$ cat src/rtl/servo_hall_pkg.sv
// Hall-sensor code constants and the commutation-sequence lookup shared by the
// filter and position tracker.
package servo_hall_pkg;

    // Forward commutation order: S0 -> S1 -> ... -> S5 -> S0
    localparam logic [2:0] HALL_S0   = 3'b001;
    localparam logic [2:0] HALL_S1   = 3'b011;
    localparam logic [2:0] HALL_S2   = 3'b010;
    localparam logic [2:0] HALL_S3   = 3'b110;
    localparam logic [2:0] HALL_S4   = 3'b100;
    localparam logic [2:0] HALL_S5   = 3'b101;
    localparam logic [2:0] HALL_BAD0 = 3'b000;
    localparam logic [2:0] HALL_BAD7 = 3'b111;

    function automatic logic hall_is_valid(input logic [2:0] code);
        hall_is_valid = (code != HALL_BAD0) && (code != HALL_BAD7);
    endfunction

    // Neighbour of a valid code one position forward (fwd=1) or back (fwd=0).
    function automatic logic [2:0] hall_adj(input logic [2:0] code, input logic fwd);
        logic [2:0] r;
        case (code)
            HALL_S0: r = fwd ? HALL_S1 : HALL_S5;
            HALL_S1: r = fwd ? HALL_S2 : HALL_S0;
            HALL_S2: r = fwd ? HALL_S3 : HALL_S1;
            HALL_S3: r = fwd ? HALL_S4 : HALL_S2;
            HALL_S4: r = fwd ? HALL_S5 : HALL_S3;
            HALL_S5: r = fwd ? HALL_S0 : HALL_S4;
            default: r = HALL_BAD0;
        endcase
        hall_adj = r;
    endfunction

endpackage

$ cat src/rtl/hall_filter.sv
// Two-flop synchroniser plus stability filter for the 3-bit hall code.
// o_valid pulses for one cycle each time a newly stable code is loaded into o_code.
module hall_filter #(
    parameter int FILT_LEN = 4
) (
    input  logic       i_clk,
    input  logic       i_reset_n,
    input  logic [2:0] i_hall,
    output logic [2:0] o_code,
    output logic       o_valid
);

    localparam logic [7:0] LEN = 8'(FILT_LEN);

    logic [2:0] r_sync1, r_sync2, r_cand, r_code;
    logic [1:0] r_fill;
    logic [7:0] r_cnt;
    logic       r_new;

    logic       w_same, w_sat;
    logic [7:0] w_cnt_nxt;

    assign w_same    = (r_sync2 == r_cand) && (r_cnt != 8'd0);
    assign w_sat     = w_same && (r_cnt == LEN);
    assign w_cnt_nxt = !w_same ? 8'd1 : (w_sat ? LEN : r_cnt + 8'd1);

    always_ff @(posedge i_clk) begin
        if (!i_reset_n) begin
            r_sync1 <= '0;
            r_sync2 <= '0;
            r_fill  <= '0;
            r_cand  <= '0;
            r_cnt   <= '0;
            r_code  <= '0;
            r_new   <= 1'b0;
        end else begin
            r_sync1 <= i_hall;
            r_sync2 <= r_sync1;
            r_fill  <= {r_fill[0], 1'b1};
            r_new   <= 1'b0;
            // Ignore the reset contents of the synchroniser so a short filter
            // never accepts a phantom 000 right after reset.
            if (r_fill[1]) begin
                r_cand <= r_sync2;
                r_cnt  <= w_cnt_nxt;
                if ((w_cnt_nxt == LEN) && !w_sat) begin
                    r_code <= r_sync2;
                    r_new  <= 1'b1;
                end
            end
        end
    end

    assign o_code  = r_code;
    assign o_valid = r_new;

endmodule

$ cat src/rtl/hall_pos_tracker.sv
// Hall-sensor commutation tracker: filtered code -> signed position, direction, error.
// Define HALL_PERIOD_EN to build the edge-period counter, period_valid and stall outputs.
module hall_pos_tracker
    import servo_hall_pkg::*;
#(
    parameter int POS_W    = 32,
    parameter int FILT_LEN = 4,
    parameter int PER_W    = 24,
    parameter int DIR_INV  = 0
) (
    input  logic                    i_clk,
    input  logic                    i_reset_n,
    input  logic [2:0]              i_hall,
    input  logic                    i_pos_clr,
    input  logic                    i_err_clr,
    output logic signed [POS_W-1:0] o_position,
    output logic                    o_dir,
    output logic                    o_step_valid,
    output logic                    o_hall_err,
    output logic [PER_W-1:0]        o_period,
    output logic                    o_period_valid,
    output logic                    o_stall
);

    localparam bit               INV = (DIR_INV != 0);
    localparam logic [POS_W-1:0] ONE = {{(POS_W-1){1'b0}}, 1'b1};

    logic [2:0]       w_code;
    logic             w_new;
    logic             w_step, w_fwd, w_err, w_store, w_up;

    logic [POS_W-1:0] r_pos;
    logic             r_dir, r_step, r_err, r_prev_vld;
    logic [2:0]       r_prev;

    hall_filter #(.FILT_LEN(FILT_LEN)) u_filt (
        .i_clk     (i_clk),
        .i_reset_n (i_reset_n),
        .i_hall    (i_hall),
        .o_code    (w_code),
        .o_valid   (w_new)
    );

    always_comb begin
        w_step  = 1'b0;
        w_fwd   = 1'b0;
        w_err   = 1'b0;
        w_store = 1'b0;
        if (w_new) begin
            if (!hall_is_valid(w_code)) begin
                w_err = 1'b1;
            end else if (!r_prev_vld) begin
                w_store = 1'b1;
            end else if (w_code != r_prev) begin
                w_store = 1'b1;
                if (w_code == hall_adj(r_prev, 1'b1)) begin
                    w_step = 1'b1;
                    w_fwd  = 1'b1;
                end else if (w_code == hall_adj(r_prev, 1'b0)) begin
                    w_step = 1'b1;
                end else begin
                    w_err = 1'b1;
                end
            end
        end
    end

    assign w_up = w_fwd ^ INV;

    always_ff @(posedge i_clk) begin
        if (!i_reset_n) begin
            r_pos      <= '0;
            r_dir      <= 1'b1;
            r_step     <= 1'b0;
            r_err      <= 1'b0;
            r_prev     <= '0;
            r_prev_vld <= 1'b0;
        end else begin
            r_step <= w_step;
            if (w_step)
                r_dir <= w_up;
            if (i_pos_clr)
                r_pos <= '0;
            else if (w_step)
                r_pos <= w_up ? r_pos + ONE : r_pos - ONE;
            if (w_err)
                r_err <= 1'b1;
            else if (i_err_clr)
                r_err <= 1'b0;
            if (w_store) begin
                r_prev     <= w_code;
                r_prev_vld <= 1'b1;
            end
        end
    end

    assign o_position   = r_pos;
    assign o_dir        = r_dir;
    assign o_step_valid = r_step;
    assign o_hall_err   = r_err;

`ifdef HALL_PERIOD_EN
    localparam logic [PER_W-1:0] PMAX = '1;

    logic [PER_W-1:0] r_pcnt, r_period;
    logic             r_pvld, r_stall, r_armed;
    logic [PER_W-1:0] w_pcnt_inc;

    assign w_pcnt_inc = (r_pcnt == PMAX) ? PMAX : r_pcnt + {{(PER_W-1){1'b0}}, 1'b1};

    // A saturated count means the interval is unknown, so it is not reported.
    always_ff @(posedge i_clk) begin
        if (!i_reset_n) begin
            r_pcnt   <= '0;
            r_period <= '0;
            r_pvld   <= 1'b0;
            r_stall  <= 1'b0;
            r_armed  <= 1'b0;
        end else begin
            r_pvld <= 1'b0;
            if (w_step) begin
                r_period <= r_pcnt;
                r_pvld   <= r_armed && (r_pcnt != PMAX);
                r_pcnt   <= {{(PER_W-1){1'b0}}, 1'b1};
                r_stall  <= 1'b0;
                r_armed  <= 1'b1;
            end else begin
                r_pcnt  <= w_pcnt_inc;
                r_stall <= (w_pcnt_inc == PMAX);
            end
        end
    end

    assign o_period       = r_period;
    assign o_period_valid = r_pvld;
    assign o_stall        = r_stall;
`else
    assign o_period       = '0;
    assign o_period_valid = 1'b0;
    assign o_stall        = 1'b0;
`endif

endmodule

$ cat config.mk
export PLATFORM = sky130hd
export DESIGN_NAME = hall_pos_tracker
export DESIGN_NICKNAME = d
export VERILOG_FILES = /design/src/rtl/servo_hall_pkg.sv /design/src/rtl/hall_filter.sv /design/src/rtl/hall_pos_tracker.sv
export SDC_FILE = /design/constraint.sdc
export NUM_CORES = 1
export LEC_CHECK = 0
export ABC_AREA = 1
export ABC_CLOCK_PERIOD_IN_PS = 3100
export CORE_UTILIZATION = 35
export DETAILED_ROUTE_END_ITERATION = 10
export DONT_BUFFER_PORTS = 1
export MAX_ROUTING_LAYER = met4
export PLACE_DENSITY = 0.57
export SLEW_MARGIN = 20
export SYNTH_ARGS = -nofsm -noshare
export SYNTH_HDL_FRONTEND = slang
export SYNTH_SLANG_ARGS = --single-unit
$ cat constraint.sdc
create_clock -name i_clk -period 3.1 [get_ports i_clk]
set_input_delay 0.465 -clock i_clk [delete_from_list [all_inputs] [get_ports i_clk]]
set_output_delay 0.465 -clock i_clk [all_outputs]
set_load 0.01 [all_outputs]
==> flow_metrics.py <==
metrics = {
    "drt": {
        "drt_iter0_markers": 215,
        "firstDrtPassIters": 4,
        "postRouteAntennaNets": 0,
        "wl_met2_mm": 5.24,
        "vias": 4438,
        "wl_met1_mm": 6.05,
        "routed-wl-met3_um": 668,
        "avgRoutedWirePerCell_um": 12.8,
        "drc": 0,
        "maxUsedRoutingLayer": "met4",
        "wl_mm": 12.1,
        "routed_via_density": 4.68,
    },
    "critical_path": {
        "crit_start": "u_filt.o_code[1]",
        "cp-end-kind": "flop",
        "crit_path_max_incr_delay_ps": 390,
        "cp.arrival_ps": 3090,
        "critPathLaunchType": "flop",
        "critical-path-slowest-cell": "ha_1",
        "rr_startpoint": "u_filt.o_code[1]",
        "cp_cell_sequence": "buf_4 -> nand3_1 -> nand2_1 -> inv_1 -> nand2_1 -> inv_1 -> nand3_2 -> inv_1 -> nand2_4 -> buf_12 -> ha_1 -> nand2_1 -> nor2_2 -> nand2_1 -> nor4_1 -> nand2_1 -> nand4_1 -> nand3_1 -> nand2_1 -> inv_1",
        "cp_top_family": "simple AND/OR/NAND/NOR gates",
        "worst_path_most_repeated_cell": "nand2_1",
        "cp.buffers_inverters": 6,
        "cp_max_fo": 19,
        "worstSetupPathType": "flop to flop",
        "required_ps": 3340,
    },
    "power": {
        "powerDensity_nw_per_um2": 368,
        "cellLeakagePower_nw": 2.89,
        "ir_worst_vdd_mv": 0.287,
    },
    "timing": {
        "whs_ps": 150,
        "slew_headroom_pct": 61.6,
        "fin_crit_ps": 2850,
        "fmax_mhz": 351,
        "period_share_pct": 92.0,
        "drv_slew": 0,
        "rsz0062_at_grt": "yes",
        "hold_viol": 0,
        "setup_violations": 0,
        "finClkSkew_ps": 5.63,
        "worst_pin_slew_ps": 571,
    },
    "logic_synthesis": {
        "yosys-top-cells-area": "dfxtp_1 (26%), nand2_1 (15%), ha_1 (8.6%), inv_1 (7.9%), a21oi_1 (7.8%)",
        "yosysMostFrequentCell": "nand2_1",
        "yosys.area.top_type": "dfxtp_1",
        "ys_warn_count": 0,
        "synth_top_area_share_pct": 25.8,
        "synth_edf_count": 0,
        "ys_seq_area_share_pct": 25.8,
        "syn_area_sq_um": 4800,
        "async_flop_share_pct": 0,
        "synth_cells": 757,
        "synth_ff_type": "dfxtp_1",
        "synth-seq-cells": 62,
        "synth_common_cells": "nand2_1 (190), inv_1 (101), a21oi_1 (75)",
        "synth.distinct_cells": 36,
        "syn_area_per_cell_sq_um": 6.35,
    },
    "run_status": {
        "status": "completed",
    },
    "min_path": {
        "hold_path_class": "input pin to flop",
        "worstHoldStart": "i_reset_n",
    },
    "placed_design": {
        "dpl.hpwl_mm": 9.53,
        "gp_congestion": 0.888,
        "port_buffers": 0,
    },
    "floorplanning": {
        "dieWidth_um": 119,
        "die_h_um": 119,
        "die-area_sq_um": 14200,
        "floorplan.initialDensity_pct": 36.1,
        "io_pins": 68,
        "core_sq_um": 13300,
        "rows": 42,
    },
    "grt": {
        "gr-total-overflow": 0,
        "grt_max_degree": 27,
        "antenna_found_initial": 0,
        "first_global_vias": 4086,
        "track_usage_pct": 18.3,
        "grt_pass1_wl_mm": 19.9,
    },
    "clock_network": {
        "cts-htree-levels": 3,
        "cts_tree": "yes",
        "clkSinkCount": 62,
        "insertion_delay_ps": 340,
        "root_buffer": "clkbuf_16",
        "clock_path_buffers": 2,
        "cts.clk_slew.worst_paths_ps": 50,
        "cts_buffers": 9,
    },
    "job": {
        "maxCapViolations": 0,
    },
    "finish": {
        "syn2layout_area_growth_pct": 12.9,
        "layout-drive-gt1-share_pct": 11.4,
        "diodes": 0,
        "final_util_pct": 40.8,
        "finalNetCount": 810,
        "n_fill_cell": 1445,
    },
}
==> final timing paths <==
path | end | slack [ps] | depth (start not counted)
worst min register to register | u_filt.r_sync2[2] | 410 | 2
worst min-delay path | u_filt.r_fill[0] | 150 | 0
worst max-delay path | o_position[26] | 250 | 20
worst max register to register | o_position[26] | 250 | 20
==> cells in the final DEF, fill, tap and decap left out, types with 2 or more instances in the layout <==
cell type,n
a21oi_1,63
or2_2,2
nor3_1,8
ha_2,5
nor2_2,10
buf_4,16
o21ai_1,19
inv_1,100
xor2_1,7
ha_1,28
nand2_1,180
nand3b_1,5
xnor2_1,21
nand2_2,9
bufinv_16,2
o21bai_1,6
nand3_2,3
nand3_1,45
nor2_1,65
nand4_1,13
a21o_1,2
dfxtp_1,58
dfxtp_2,4
clkinvlp_4,2
a21oi_2,12
o21ai_2,2
clkbuf_16,9
conb_1,26
o21ai_0,32
inv_2,4
==> power by group <==
part / switching, mW / internal [mW]
sequential: 0.0106 / 0.810
combinational: 0.0550 / 0.0227
clock: 0.377 / 0.721
total: 0.442 / 1.55
==> flip-flops by register name (all words and copies together) (netlist names) <==
| signal | cells |
|---|---|
| u_filt.o_code | 3 |
| o_step_valid | 1 |
| u_filt.r_cnt | 8 |
| o_hall_err | 1 |
| u_filt.r_cand | 3 |
| u_filt.r_fill | 2 |
| u_filt.o_valid | 1 |
| r_prev | 3 |
| r_prev_vld | 1 |
| u_filt.r_sync1 | 3 |
| o_dir | 1 |
| u_filt.r_sync2 | 3 |
| o_position | 32 |
==> timing repair <==
action	4_1_cts	5_1_grt
buffers inserted	0	1
endpoints found under the setup margin	0	20
gates resized for setup	0	48
hold buffers	0	0
==> through the flow <==
stage / setup WS, ps / setup TNS [ps] / power, mW / instances / instance area [sq um]
floorplan: 204 / 0 / 0.927 / 782 / 4900
global placement: 109 / 0 / 0.916 / 933 / 4970
detailed placement: 89.9 / 0 / 0.916 / 933 / 4970
CTS: 61.5 / 0 / 2.03 / 948 / 5290
global route: -35.3 / -65.3 / 2.08 / 949 / 5430
finish: 248 / 0 / 2.00 / 949 / 5430
==> final cells by class <==
cell class,count,area (sq um),share of cell area (%)
multi-input cells,573,3090,57.0
clock buffers,10,239,4.40
flip-flops and latches,62,1250,23.0
well taps,176,220,4.06
inverters,105,394,7.26
repair buffers,18,151,2.79
clock inverters,5,83.8,1.54
==> per-layer routing <==
metal  GRT usage, %  vias up
met3           5.70       10
li1               -     2425
met4           5.93        0
met5              -        -
met2           27.7       75
met1           23.0     1928
==> logic make-up (layout without fill, tap and decap cells) <==
family,after synthesis,after routing,synth area share (%)
compound gates,140,140,15.6
xor+xnor,28,28,5.10
fa+ha+maj,34,34,9.01
buf+inv,147,138,14.3
flops,62,62,25.8
other cells,1,26,0.0781
simple gates,345,345,30.1
No activity file was read; power rests on OpenSTA's default activity.
